### src/rtl/ifu_pkg.sv
// Shared types and constants for the instruction fetch unit.
package ifu_pkg;

    localparam int unsigned InstW = 32;
    localparam int unsigned AddrW = 32;

    typedef enum logic [1:0] {
        StIdle,
        StPend,
        StPendSq
    } fetch_state_e;

    typedef struct packed {
        logic [InstW-1:0] inst;
        logic [AddrW-1:0] pc;
    } fq_entry_t;

    function automatic logic [AddrW-1:0] align_pc(input logic [AddrW-1:0] pc);
        return pc & ~AddrW'(3);
    endfunction

endpackage

### src/rtl/ifu_if.sv
// Cache-side and decode-side signals of the fetch unit; master = fetch unit side.
interface ifu_if;
    import ifu_pkg::*;

    logic             ic_req;
    logic [AddrW-1:0] ic_addr;
    logic [InstW-1:0] ic_data;
    logic             ic_stall_n;
    logic             redirect_valid;
    logic [AddrW-1:0] redirect_pc;
    logic             dec_valid;
    logic [InstW-1:0] dec_inst;
    logic [AddrW-1:0] dec_pc;
    logic             dec_ready;

    modport master (
        output ic_req, ic_addr, dec_valid, dec_inst, dec_pc,
        input  ic_data, ic_stall_n, redirect_valid, redirect_pc, dec_ready
    );

    modport slave (
        input  ic_req, ic_addr, dec_valid, dec_inst, dec_pc,
        output ic_data, ic_stall_n, redirect_valid, redirect_pc, dec_ready
    );

endinterface

### src/rtl/fetch_queue.sv
// First-word-fall-through queue of {inst, pc}; flush beats push and pop.
module fetch_queue
    import ifu_pkg::*;
#(
    parameter int unsigned Depth = 4
) (
    input  logic                         clk,
    input  logic                         rst_n,
    input  logic                         flush_i,
    input  logic                         push_i,
    input  fq_entry_t                    entry_i,
    input  logic                         pop_i,
    output fq_entry_t                    head_o,
    output logic                         valid_o,
    output logic [$clog2(Depth+1)-1:0]   count_o
);

    localparam int unsigned PtrW = $clog2(Depth);
    localparam int unsigned CntW = $clog2(Depth + 1);

    fq_entry_t       mem_q [Depth];
    logic [PtrW-1:0] wr_ptr_q, wr_ptr_d;
    logic [PtrW-1:0] rd_ptr_q, rd_ptr_d;
    logic [CntW-1:0] count_q, count_d;
    logic            do_push, do_pop;

    always_comb begin
        do_push  = push_i && !flush_i;
        do_pop   = pop_i && (count_q != '0) && !flush_i;
        wr_ptr_d = wr_ptr_q;
        rd_ptr_d = rd_ptr_q;
        count_d  = count_q;
        if (flush_i) begin
            wr_ptr_d = '0;
            rd_ptr_d = '0;
            count_d  = '0;
        end else begin
            if (do_push) wr_ptr_d = wr_ptr_q + PtrW'(1);
            if (do_pop)  rd_ptr_d = rd_ptr_q + PtrW'(1);
            if (do_push && !do_pop)      count_d = count_q + CntW'(1);
            else if (!do_push && do_pop) count_d = count_q - CntW'(1);
        end
    end

    always_ff @(posedge clk) begin
        if (!rst_n) begin
            wr_ptr_q <= '0;
            rd_ptr_q <= '0;
            count_q  <= '0;
        end else begin
            wr_ptr_q <= wr_ptr_d;
            rd_ptr_q <= rd_ptr_d;
            count_q  <= count_d;
        end
    end

    // Storage is not reset; the head is masked while empty instead.
    always_ff @(posedge clk) begin
        if (do_push) mem_q[wr_ptr_q] <= entry_i;
    end

    assign valid_o = (count_q != '0);
    assign head_o  = valid_o ? mem_q[rd_ptr_q] : '0;
    assign count_o = count_q;

endmodule

### src/rtl/inst_fetch_unit.sv
// Fetch front end: sequential PC generation, I-cache handshake, redirect squash, fetch queue.
// Optional perf counters when IFU_PERF_EN is defined.
module inst_fetch_unit
    import ifu_pkg::*;
#(
    parameter logic [AddrW-1:0] RESET_PC = 32'h0000_0000,
    parameter int unsigned      FQ_DEPTH = 4
) (
    input  logic        clk,
    input  logic        rst_n,
    ifu_if.master       bus_io
`ifdef IFU_PERF_EN
    ,
    output logic [31:0] perf_fetch_cnt_o,
    output logic [31:0] perf_stall_cnt_o
`endif
);

    localparam int unsigned     CntW     = $clog2(FQ_DEPTH + 1);
    localparam logic [CntW:0]   FqDepthW = (CntW + 1)'(FQ_DEPTH);

    fetch_state_e     state_q, state_d;
    logic [AddrW-1:0] fetch_pc_q, fetch_pc_d;
    logic [AddrW-1:0] pend_pc_q, pend_pc_d;
    logic [CntW-1:0]  fq_count;
    logic [CntW:0]    occupancy;
    logic             busy, can_issue, issue, push, pop;
    fq_entry_t        push_entry, head;

    always_comb begin
        busy      = (state_q != StIdle);
        // An in-flight request reserves a slot; same-cycle pops earn no credit.
        occupancy = {1'b0, fq_count} + {{CntW{1'b0}}, busy};
        can_issue = bus_io.ic_stall_n && (occupancy < FqDepthW);
        issue     = can_issue && !bus_io.redirect_valid;
        push      = (state_q == StPend) && bus_io.ic_stall_n && !bus_io.redirect_valid;

        state_d    = state_q;
        fetch_pc_d = fetch_pc_q;
        pend_pc_d  = pend_pc_q;
        if (bus_io.redirect_valid) begin
            fetch_pc_d = align_pc(bus_io.redirect_pc);
            state_d    = (busy && !bus_io.ic_stall_n) ? StPendSq : StIdle;
        end else if (issue) begin
            pend_pc_d  = fetch_pc_q;
            fetch_pc_d = fetch_pc_q + AddrW'(4);
            state_d    = StPend;
        end else if (busy && bus_io.ic_stall_n) begin
            state_d    = StIdle;
        end
    end

    always_ff @(posedge clk) begin
        if (!rst_n) begin
            state_q    <= StIdle;
            fetch_pc_q <= RESET_PC;
            pend_pc_q  <= RESET_PC;
        end else begin
            state_q    <= state_d;
            fetch_pc_q <= fetch_pc_d;
            pend_pc_q  <= pend_pc_d;
        end
    end

    // Enable must stay high through a refill; the address is held on pend_pc meanwhile.
    assign bus_io.ic_req  = rst_n && (can_issue || busy);
    assign bus_io.ic_addr = (busy && !bus_io.ic_stall_n) ? pend_pc_q : fetch_pc_q;

    assign push_entry.inst = bus_io.ic_data;
    assign push_entry.pc   = pend_pc_q;
    assign pop             = bus_io.dec_valid && bus_io.dec_ready;

    fetch_queue #(
        .Depth (FQ_DEPTH)
    ) u_fetch_queue (
        .clk     (clk),
        .rst_n   (rst_n),
        .flush_i (bus_io.redirect_valid),
        .push_i  (push),
        .entry_i (push_entry),
        .pop_i   (pop),
        .head_o  (head),
        .valid_o (bus_io.dec_valid),
        .count_o (fq_count)
    );

    assign bus_io.dec_inst = head.inst;
    assign bus_io.dec_pc   = head.pc;

`ifdef IFU_PERF_EN
    logic [31:0] perf_fetch_q, perf_stall_q;

    always_ff @(posedge clk) begin
        if (!rst_n) begin
            perf_fetch_q <= '0;
            perf_stall_q <= '0;
        end else begin
            if (push) perf_fetch_q <= perf_fetch_q + 32'd1;
            if (busy && !bus_io.ic_stall_n) perf_stall_q <= perf_stall_q + 32'd1;
        end
    end

    assign perf_fetch_cnt_o = perf_fetch_q;
    assign perf_stall_cnt_o = perf_stall_q;
`endif

endmodule

### src/flat_wrapper.sv
// flat-port wrapper written by rule: the top's interface ports become plain ports
module inst_fetch_unit_flat import ifu_pkg::*;
#(
    parameter logic [AddrW-1:0] RESET_PC = 32'h0000_0000,
    parameter int unsigned      FQ_DEPTH = 4
)
  (clk, rst_n, bus_io_ic_req, bus_io_ic_addr, bus_io_dec_valid, bus_io_dec_inst, bus_io_dec_pc, bus_io_ic_data, bus_io_ic_stall_n, bus_io_redirect_valid, bus_io_redirect_pc, bus_io_dec_ready);
  ifu_if bus_io_i ();
  input  logic clk;
  input  logic rst_n;
  output wire logic [$bits(bus_io_i.ic_req)-1:0] bus_io_ic_req;
  output wire logic [$bits(bus_io_i.ic_addr)-1:0] bus_io_ic_addr;
  output wire logic [$bits(bus_io_i.dec_valid)-1:0] bus_io_dec_valid;
  output wire logic [$bits(bus_io_i.dec_inst)-1:0] bus_io_dec_inst;
  output wire logic [$bits(bus_io_i.dec_pc)-1:0] bus_io_dec_pc;
  input wire logic [$bits(bus_io_i.ic_data)-1:0] bus_io_ic_data;
  input wire logic [$bits(bus_io_i.ic_stall_n)-1:0] bus_io_ic_stall_n;
  input wire logic [$bits(bus_io_i.redirect_valid)-1:0] bus_io_redirect_valid;
  input wire logic [$bits(bus_io_i.redirect_pc)-1:0] bus_io_redirect_pc;
  input wire logic [$bits(bus_io_i.dec_ready)-1:0] bus_io_dec_ready;
  assign bus_io_ic_req = bus_io_i.ic_req;
  assign bus_io_ic_addr = bus_io_i.ic_addr;
  assign bus_io_dec_valid = bus_io_i.dec_valid;
  assign bus_io_dec_inst = bus_io_i.dec_inst;
  assign bus_io_dec_pc = bus_io_i.dec_pc;
  assign bus_io_i.ic_data = bus_io_ic_data;
  assign bus_io_i.ic_stall_n = bus_io_ic_stall_n;
  assign bus_io_i.redirect_valid = bus_io_redirect_valid;
  assign bus_io_i.redirect_pc = bus_io_redirect_pc;
  assign bus_io_i.dec_ready = bus_io_dec_ready;
  inst_fetch_unit #(.RESET_PC(RESET_PC), .FQ_DEPTH(FQ_DEPTH)) u_core (.clk(clk), .rst_n(rst_n), .bus_io(bus_io_i));
endmodule
### config.mk
export PLATFORM = sky130hd
export DESIGN_NAME = inst_fetch_unit_flat
export DESIGN_NICKNAME = d
export VERILOG_FILES = /design/src/rtl/ifu_pkg.sv /design/src/rtl/ifu_if.sv /design/src/rtl/fetch_queue.sv /design/src/rtl/inst_fetch_unit.sv /design/src/flat_wrapper.sv
export SDC_FILE = /design/constraint.sdc
export NUM_CORES = 1
export LEC_CHECK = 0
export ABC_AREA = 1
export BUFFER_PORTS_ARGS = -buffer_cell sky130_fd_sc_hd__buf_2
export CORE_ASPECT_RATIO = 0.75
export CORE_MARGIN = 8
export CORE_UTILIZATION = 55
export DETAILED_ROUTE_END_ITERATION = 12
export GPL_TIMING_DRIVEN = 0
export PLACE_DENSITY_LB_ADDON = 0.1
export SYNTH_ARGS = -nofsm -noshare
export SYNTH_HDL_FRONTEND = slang
export SYNTH_HIERARCHICAL = 1
export SYNTH_SLANG_ARGS = --single-unit
### constraint.sdc
create_clock -name clk -period 6.7 [get_ports clk]
set_input_delay 1.34 -clock clk [delete_from_list [all_inputs] [get_ports clk]]
set_output_delay 1.34 -clock clk [all_outputs]
set_load 0.01 [all_outputs]
==> flow_metrics.py <==
metrics = {
    "outcome": {
        "status": "complete, no violations",
    },
    "worst_setup_path": {
        "critPathArrivalTime_ps": 2810,
        "worst-r2r-cell-count": 6,
        "endpoint_kind": "output pin",
        "critical_path_class": "input port to output pin",
        "crit_fanout": 10,
        "worstPathRequired_ps": 5360,
        "startpoint_type": "input port",
    },
    "yosys": {
        "syn_area_sq_um": 14000,
        "synth-xor-area-share_pct": 0.439,
        "yosys.area.top_type": "edfxtp_1",
        "synth_seq_cells": 327,
        "synth.distinct_cells": 37,
        "avgSynthCellArea_sq_um": 10.0,
        "synthSimpleGateAreaFrac_pct": 16.4,
        "syn_inst": 1395,
        "synth.area.mux_share_pct": 0,
        "synth_top_family_by_area": "simple AND/OR/NAND/NOR gates",
        "ys_seq_area_share_pct": 65.3,
        "synth_top_area_share_pct": 55.1,
        "yosysWarnings": 6,
        "synth_area_leaders": "edfxtp_1 55%, dfxtp_1 10%, nor2_1 9.1%",
        "synthAdderAreaFrac_pct": 0.682,
        "synth-compound-area-share_pct": 12.1,
    },
    "drt": {
        "wire_per_inst_microns": 18.5,
        "drc": 0,
        "antenna_left": 0,
        "vias_per_cell": 5.35,
        "wirelength_mm": 36.4,
        "dr_total_vias": 10500,
        "drtPass1Iterations": 5,
        "drtIter0Drc": 875,
    },
    "clock_network": {
        "clk_pin_slew_ps": 60,
        "cts_max_level": 1,
        "insertion_delay_ps": 570,
        "cts_resized": 0,
        "cts_buffer_depth": 3,
        "cts_tree": "done",
        "numClockSinks": 327,
        "post_cts_buffers": 0,
        "postCtsHoldBufs": 0,
        "cts-root-buf": "clkbuf_16",
        "cts_buffers": 31,
    },
    "sta": {
        "min_period_over_period_pct": 62.0,
        "setup_slack_ps": 2550,
        "setup_violations": 0,
        "rsz0062_at_grt": "no",
        "tightest_slew_ps": 841,
        "finalWorstPathRequiredPeriod_ps": 4150,
        "holdWs_ps": 488,
        "timing.fmax_mhz": 241,
        "fin_skew_ps": 10.7,
        "hold_viol_final": 0,
        "drv_slew": 0,
        "slew_headroom_pct": 43.8,
    },
    "final_layout": {
        "area_growth_syn_to_layout_pct": 17.7,
        "multi_input_area_sq_um": 4200,
        "drive_above_1_share_pct": 17.2,
        "seqCellArea_sq_um": 9110,
        "nets": 1683,
        "fillers": 2044,
    },
    "hold_path": {
        "whs_path_depth": 2,
        "hold_path.class": "register to register",
    },
    "global_routing": {
        "antenna_found_initial": 0,
        "overflow": 0,
        "grt_start_max_net_pins": 29,
        "track_usage_pct": 23.2,
        "grt_pass1_vias": 10000,
        "grt_pass1_wl_mm": 55.7,
    },
    "floorplanning": {
        "row_count": 50,
        "ioPinCount": 167,
        "initial_core_util_pct": 55.9,
        "coreArea_sq_um": 25000,
        "dieArea_sq_um": 30800,
        "die_x_microns": 200,
        "die_y_microns": 154,
    },
    "placement": {
        "post-place-ws_ps": 2590,
        "portBuffers": 162,
        "hpwl_mm": 25.3,
        "gp_congestion": 0.909,
    },
    "pwr": {
        "power.total_uw": 4150,
        "p_leak_uw": 0.00620,
        "ir_drop_mv": 0.217,
        "power.density_nw_per_um2": 253,
    },
    "flow_run": {
        "maxCapViolations": 0,
    },
}
[registers in the layout, summed over array words and instances (netlist names), named ones only]
signal,cells
u_core/u_fetch_queue/rd_ptr_q,2
u_core/pend_pc_q,30
u_core/u_fetch_queue/count_o,3
u_core/state_q,2
u_core/u_fetch_queue/wr_ptr_q,2
u_core/u_fetch_queue/mem_q,256
u_core/fetch_pc_q,30
[metrics by stage]
stage	util [%]	std cells	instance area, sq um	setup TNS, ps
finish	65.8	1972	16400	0
global placement	61.0	1904	15200	-227150
floorplan	-	1404	14000	0
global route	65.8	1970	16400	0
CTS	65.8	1970	16400	0
detailed placement	61.8	1912	15400	0
[worst paths after layout]
path | slack (ps) | start | endpoint
hold reg to reg | 490 | u_core/state_q[1]$_SDFFE_PN0P_ | u_core/state_q[1]$_SDFFE_PN0P_
hold / removal | 490 | u_core/state_q[1]$_SDFFE_PN0P_ | u_core/state_q[1]$_SDFFE_PN0P_
setup / recovery | 2550 | bus_io_ic_stall_n | bus_io_ic_addr[30]
setup reg to reg | 4230 | u_core/state_q[0]$_SDFFE_PN0P_ | u_core/u_fetch_queue/mem_q[0][39]$_DFFE_PP_
[critical path, cell delays in order]
cell,delay [ps]
buf_2,120
nor2_1,340
buf_2,320
buf_2,270
nand2_1,70
o21ai_0,150
buf_2,200
[cells in the mapped netlist (all sizes together)]
cell and count:
a21oi 122, xor2 7, buf 51, o211ai 2, inv 68, o211a 1, a31oi 2, nand4 1
a311oi 1, dfxtp 71, and2 1, a211oi 2, nor2 348, a22oi 1, clkinv 1, nand3 40
conb 1, nor3 1, nand2 188, clkbuf 24, ha 6, o21a 1, fa 1, edfxtp 256
o21ai 198
[layout make-up]
class                      instances  area share, %
sequential                       327           55.5
multi-input combinational        933           25.6
timing repair buffer             170           6.00
clock buffer                      37           4.92
buffer                            75           2.72
tap                              338           2.57
inverter                          69           1.59
clock inverter                    21           1.15
antenna                            2         0.0305
[power breakdown]
part / switching, uW / internal, uW / total (uW)
logic: 120 / 64.0 / 184
registers: 35.2 / 2210 / 2250
clock network: 740 / 975 / 1720
total: 895 / 3250 / 4150
[cells in the final DEF, fill, tap and decap left out, types with 10 or more instances in the layout]
cell type | Yosys | layout
a21oi_1 | 122 | 122
buf_2 | 23 | 185
o21ai_0 | 187 | 187
clkbuf_16 | 0 | 31
nor2_1 | 339 | 335
conb_1 | 1 | 10
clkinv_1 | 1 | 12
clkbuf_1 | 23 | 28
o21ai_1 | 10 | 10
edfxtp_1 | 256 | 256
inv_1 | 62 | 62
nand2_1 | 185 | 185
nand3_1 | 40 | 40
dfxtp_1 | 71 | 71
buf_6 | 15 | 15
[per-layer routing]
metal	global-route usage (%)	wire [microns]	up-vias
met5	0	0	-
met4	5.24	667	0
met3	3.71	2660	51
met2	36.2	16800	392
met1	33.6	16300	4922
li1	-	-	5176
[kinds of logic after synthesis]
logic type / Yosys count
AOI/OAI and AO/OA: 330
buffers and inverters: 144
and+or+nand+nor: 579
other: 1
adders and majority gates: 7
xor gates and xnor gates: 7
DFF: 327
(Power assumes the default switching activity.)
